==> src/rtl/reflex_pkg.sv <==
// Shared types and constants for the reflex trainer round controller.
package reflex_pkg;

  typedef enum logic [1:0] {
    IDLE = 2'd0,
    ARM  = 2'd1,
    GO   = 2'd2,
    DONE = 2'd3
  } state_e;

  localparam int MS_W           = 14;
  localparam int DEF_TIMEOUT_MS = 9999;
  localparam int DEF_MS_DIV     = 100000;

  // x^16+x^14+x^13+x^11+1, right-shifting form: taps counted from the output bit 0
  localparam logic [15:0] LFSR_TAPS = 16'h002D;

endpackage

==> src/rtl/reflex_lfsr16.sv <==
// Free-running 16-bit Fibonacci LFSR; reloads SEED on reset.
module reflex_lfsr16
  import reflex_pkg::*;
#(
  parameter logic [15:0] SEED = 16'hACE1
) (
  input  logic        clk,
  input  logic        rst,
  output logic [15:0] q
);

  logic [15:0] r_q;

  always_ff @(posedge clk) begin
    if (rst) r_q <= SEED;
    else     r_q <= {^(r_q & LFSR_TAPS), r_q[15:1]};
  end

  assign q = r_q;

endmodule

==> src/rtl/reflex_round_ctrl.sv <==
// Reflex trainer round controller: random wait in game seconds, GO, ms reaction timing.
// Optional best-score tracking enabled by defining REFLEX_BEST_SCORE_EN.
module reflex_round_ctrl
  import reflex_pkg::*;
#(
  parameter int          MS_DIV     = DEF_MS_DIV,
  parameter int          MIN_WAIT_S = 1,
  parameter int          WAIT_BITS  = 2,
  parameter int          TIMEOUT_MS = DEF_TIMEOUT_MS,
  parameter logic [15:0] LFSR_SEED  = 16'hACE1
) (
  input  logic            clk,
  input  logic            rst,
  input  logic            start,
  input  logic            hit,
  input  logic            sec_tick,
  output logic            sec_en,
  output logic            go_led,
  output logic            busy,
  output logic            result_valid,
  output logic [MS_W-1:0] result_ms,
  output logic            foul,
  output logic            timeout
`ifdef REFLEX_BEST_SCORE_EN
  ,
  output logic [MS_W-1:0] best_ms,
  output logic            new_best
`endif
);

  localparam int WAIT_W = $clog2(MIN_WAIT_S + 2**WAIT_BITS) + 1;
  localparam int PRE_W  = $clog2(MS_DIV) + 1;

  state_e            r_state, w_next;
  logic [15:0]       w_lfsr;
  logic              w_unused_lfsr;
  logic [WAIT_W-1:0] r_wait;
  logic [PRE_W-1:0]  r_pre;
  logic [MS_W-1:0]   r_ms;
  logic [MS_W-1:0]   w_res;
  logic              w_wrap, w_cap;
  logic              w_arm, w_go_enter, w_foul, w_hit_go, w_to;

  reflex_lfsr16 #(.SEED(LFSR_SEED)) u_lfsr (
    .clk (clk),
    .rst (rst),
    .q   (w_lfsr)
  );

  assign w_unused_lfsr = ^w_lfsr[15:WAIT_BITS];

  // w_cap marks the cycle whose prescaler wrap would take ms_cnt to TIMEOUT_MS
  assign w_wrap = (r_pre == PRE_W'(MS_DIV - 1));
  assign w_cap  = w_wrap && (r_ms == MS_W'(TIMEOUT_MS - 1));
  assign w_res  = w_cap ? MS_W'(TIMEOUT_MS) : r_ms;

  always_ff @(posedge clk) begin
    if (rst) r_state <= IDLE;
    else     r_state <= w_next;
  end

  always_comb begin
    w_next     = r_state;
    w_arm      = 1'b0;
    w_go_enter = 1'b0;
    w_foul     = 1'b0;
    w_hit_go   = 1'b0;
    w_to       = 1'b0;
    sec_en     = 1'b0;
    go_led     = 1'b0;
    busy       = 1'b0;
    case (r_state)
      IDLE, DONE: begin
        if (start) begin
          w_next = ARM;
          w_arm  = 1'b1;
        end
      end
      ARM: begin
        sec_en = 1'b1;
        busy   = 1'b1;
        if (hit) begin
          w_next = DONE;
          w_foul = 1'b1;
        end else if (sec_tick && (r_wait <= WAIT_W'(1))) begin
          w_next     = GO;
          w_go_enter = 1'b1;
        end
      end
      GO: begin
        go_led = 1'b1;
        busy   = 1'b1;
        if (hit) begin
          w_next   = DONE;
          w_hit_go = 1'b1;
        end else if (w_cap) begin
          w_next = DONE;
          w_to   = 1'b1;
        end
      end
      default: w_next = IDLE;
    endcase
  end

  always_ff @(posedge clk) begin
    if (rst) begin
      r_wait       <= '0;
      r_pre        <= '0;
      r_ms         <= '0;
      result_valid <= 1'b0;
      result_ms    <= '0;
      foul         <= 1'b0;
      timeout      <= 1'b0;
    end else begin
      result_valid <= w_foul | w_hit_go | w_to;
      if (w_arm) begin
        r_wait  <= WAIT_W'(MIN_WAIT_S) + WAIT_W'(w_lfsr[WAIT_BITS-1:0]);
        foul    <= 1'b0;
        timeout <= 1'b0;
      end else if (sec_en && sec_tick) begin
        r_wait <= r_wait - WAIT_W'(1);
      end
      if (w_go_enter) begin
        r_pre <= '0;
        r_ms  <= '0;
      end else if (go_led) begin
        r_pre <= w_wrap ? '0 : r_pre + PRE_W'(1);
        if (w_wrap) r_ms <= r_ms + MS_W'(1);
      end
      if (w_foul) foul <= 1'b1;
      if (w_hit_go) result_ms <= w_res;
      if (w_to) begin
        result_ms <= MS_W'(TIMEOUT_MS);
        timeout   <= 1'b1;
      end
    end
  end

`ifdef REFLEX_BEST_SCORE_EN
  always_ff @(posedge clk) begin
    if (rst) begin
      best_ms  <= 14'h3FFF;
      new_best <= 1'b0;
    end else begin
      new_best <= 1'b0;
      if (w_hit_go && (w_res < best_ms)) begin
        best_ms  <= w_res;
        new_best <= 1'b1;
      end
    end
  end
`endif

endmodule

==> config.mk <==
export PLATFORM = sky130hd
export DESIGN_NAME = reflex_round_ctrl
export DESIGN_NICKNAME = d
export VERILOG_FILES = /design/src/rtl/reflex_pkg.sv /design/src/rtl/reflex_lfsr16.sv /design/src/rtl/reflex_round_ctrl.sv
export SDC_FILE = /design/constraint.sdc
export NUM_CORES = 1
export LEC_CHECK = 0
export CAP_MARGIN = 20
export CELL_PAD_IN_SITES_DETAIL_PLACEMENT = 0
export CELL_PAD_IN_SITES_GLOBAL_PLACEMENT = 1
export CORE_ASPECT_RATIO = 1.5
export CORE_UTILIZATION = 25
export DETAILED_ROUTE_END_ITERATION = 12
export PLACE_DENSITY_LB_ADDON = 0.05
export SYNTH_ARGS = -nofsm -noshare
export SYNTH_HDL_FRONTEND = slang
export SYNTH_SLANG_ARGS = --single-unit
==> constraint.sdc <==
create_clock -name clk -period 2.75 [get_ports clk]
set_input_delay 0.4125 -clock clk [delete_from_list [all_inputs] [get_ports clk]]
set_output_delay 0.4125 -clock clk [all_outputs]
set_load 0.005 [all_outputs]
==> flow_summary.ini <==
[detailed_routing]
via_per_inst = 4.61
avgRoutedWirePerCell_um = 15.0
drt_iter0_markers = 45
drc = 0
drt_pass1_iterations = 4
routed_wl_um = 7620
vias = 2338
ant_nets = 0

[floorplanning]
dieArea_mm2 = 0.0124
coreArea_mm2 = 0.0116
initial_core_util_pct = 25.8
rows = 48
die_h_um = 136
top_level_ports = 25
die_width_um = 91.2

[layout]
area_growth_pct = 24.1
diodes = 0
nNetsFinal = 365
fin_cells = 507
drive_gt1_share_pct = 10.9

[sta]
rsz0062_at_grt = no
worst_pin_slew_ns = 0.680
fmax_mhz = 430
fin_crit_sh_pct = 84.6
period_minus_slack_ns = 2.33
fin_tns_setup_ns = 0
setup_viol = 0
finalMaxSlewViolations = 0
hold_viol = 0
fin_ws_ns = 0.424
clock_skew_ns = 0.00984
slew_headroom_pct = 54.0

[synth]
synthTopCellsByCount = dfxtp_1 (71), nand2_1 (35), nor2_1 (31)
syn_nets = 336
ys_types = 47
async_flop_share_pct = 0
synth.area.top_cells = dfxtp_1 (48%), nand2_1 (4.4%), xnor2_1 (4.1%)
syn_area_per_cell_um2 = 9.24
synth_flop_cell = dfxtp_1
synth-edff-count = 0
syn_inst = 323
synth_top_area_share_pct = 47.6
synth-warning-count = 0
syn_area_mm2 = 0.00299
yosysTopAreaCell = dfxtp_1
synth_most_common_cell = dfxtp_1
ys_seq_elements = 71
ys_seq_area_share_pct = 47.6

[clock_network]
cts_setup_buffers = 0
clk_pin_slew_ns = 0.06
post_cts_resized = 0
htree_levels = 3
cts-buffers-inserted = 9
root_buffer = clkbuf_16
clk_path_buf_depth = 2
tritoncts = yes
postCtsHoldBufs = 0
clk-insertion-delay-late_ns = 0.34
clock-sinks = 71

[place]
dp_hpwl_um = 5540
place_inst = 491
place.gp.congestion = 0.700
dpl_worst_slack_ns = 0.419
port-buffer-count = 24

[status]
status = finished, final reports clean

[global_routing]
gr-usage-met1_pct = 14.0
grt.met2_usage_pct = 25.3
grt-busiest-layer = met2
antenna_found_initial = 0
use_met3_pct = 1.90
grt_max_degree = 23
grt_pass1_wl_um = 12400
grt.total_usage_pct = 13.3
overflow = 0
grt_pass1_vias = 2278

[worst_setup_path]
path_delay_family = simple AND/OR/NAND/NOR gates
cp-end-kind = flop
ff2ff_path_depth = 5
critPathKind = flop to flop
start_kind = flop
worstPathArrival_ns = 2.61
worstPathMaxFanout = 9
cp_cell_sequence = or4b_4 -> nor4_4 -> and3_1 -> a21o_1 -> o221a_1
cp_slowest_cell = or4b_4
max_stage_delay_ns = 0.50
cp_num_buf_inv = 0
required_ns = 3.03
cp_num_cells = 5

[pwr]
leakage_nw = 1.32
power_density_mw_per_mm2 = 760
ir_drop_v = 0.000288

[min_path]
hold_class = flop to flop
hold_depth = 1

[run]
maxCapViolations = 0
through the flow:
step	total power, mW	cell area (um2)	hold WS (ns)	utilization (%)
finish	2.82	3700	0.407	32.0
global route	2.96	3700	0.418	32.0
CTS	2.87	3700	0.409	32.0
detailed placement	1.65	3400	0.396	29.4
global placement	1.66	3400	0.396	29.4
floorplan	1.45	2990	0.389	-
report_power, final:
part | total [mW] | internal, mW | switching (mW)
combinational | 0.474 | 0.224 | 0.249
sequential | 1.15 | 1.10 | 0.0454
clock | 1.19 | 0.712 | 0.482
state kept, by name, summed over array words and instances (netlist names):
register and cells:
u_lfsr.q 16, r_state 2, timeout 1, r_pre 18, r_ms 14, foul 1
result_ms 14, result_valid 1, r_wait 4
cells by family after synthesis:
logic type / Yosys count / synth area share (%)
mux: 1 / 0.335
simple gates: 145 / 26.3
compound gates: 48 / 11.1
flops: 71 / 47.6
fa+ha+maj: 8 / 3.35
buf+inv: 23 / 3.39
xor+xnor: 27 / 7.92
layout by cell type, fill, tap and decap left out, types with 5 or more instances in the layout:
master           instances
or2_2                   10
o21ai_0                  6
nor2b_1                 10
or3_1                    5
ha_1                     8
or4_1                    5
nand4_1                 10
nand3_1                 11
nor4_1                   6
inv_1                   10
nor2_1                  31
clkbuf_16                9
and3_1                   6
nand2_1                 35
xor2_1                  13
a21oi_1                 19
o221a_1                  8
dfxtp_1                 71
xnor2_1                 14
buf_4                    7
clkdlybuf4s50_1         24
routing by layer:
layer	vias up	wire length, um
met2	23	4240
met4	0	172
met3	11	109
met1	1121	3100
li1	1183	-
met5	-	0
path summary, 6_finish.rpt:
check	startpoint	end	slack, ns
setup / recovery	r_pre[7]$_SDFFE_PP0P_	result_ms[9]$_SDFFE_PP0P_	0.42
hold / removal	u_lfsr.q[12]$_SDFF_PP0_	u_lfsr.q[11]$_SDFF_PP1_	0.41
setup reg to reg	r_pre[7]$_SDFFE_PP0P_	result_ms[9]$_SDFFE_PP0P_	0.42
hold reg to reg	u_lfsr.q[12]$_SDFF_PP0_	u_lfsr.q[11]$_SDFF_PP1_	0.41
layout make-up:
| cell class | instances | area [um2] |
|---|---|---|
| clock buffers | 9 | 225 |
| clock inverters | 7 | 77.6 |
| fillers | 1236 | 7890 |
| inverters | 10 | 37.5 |
| multi-input cells | 229 | 1460 |
| flip-flops and latches | 71 | 1420 |
| well taps | 150 | 188 |
| repair buffers | 31 | 293 |
worst register-to-register path: cells and delay by family, from the launching register on:
| kind | cells | cell delay (ns) |
|---|---|---|
| flops | 1 | 0.41 |
| compound gates | 2 | 0.63 |
| simple gates | 3 | 1.23 |
(Power assumes the default switching activity.)
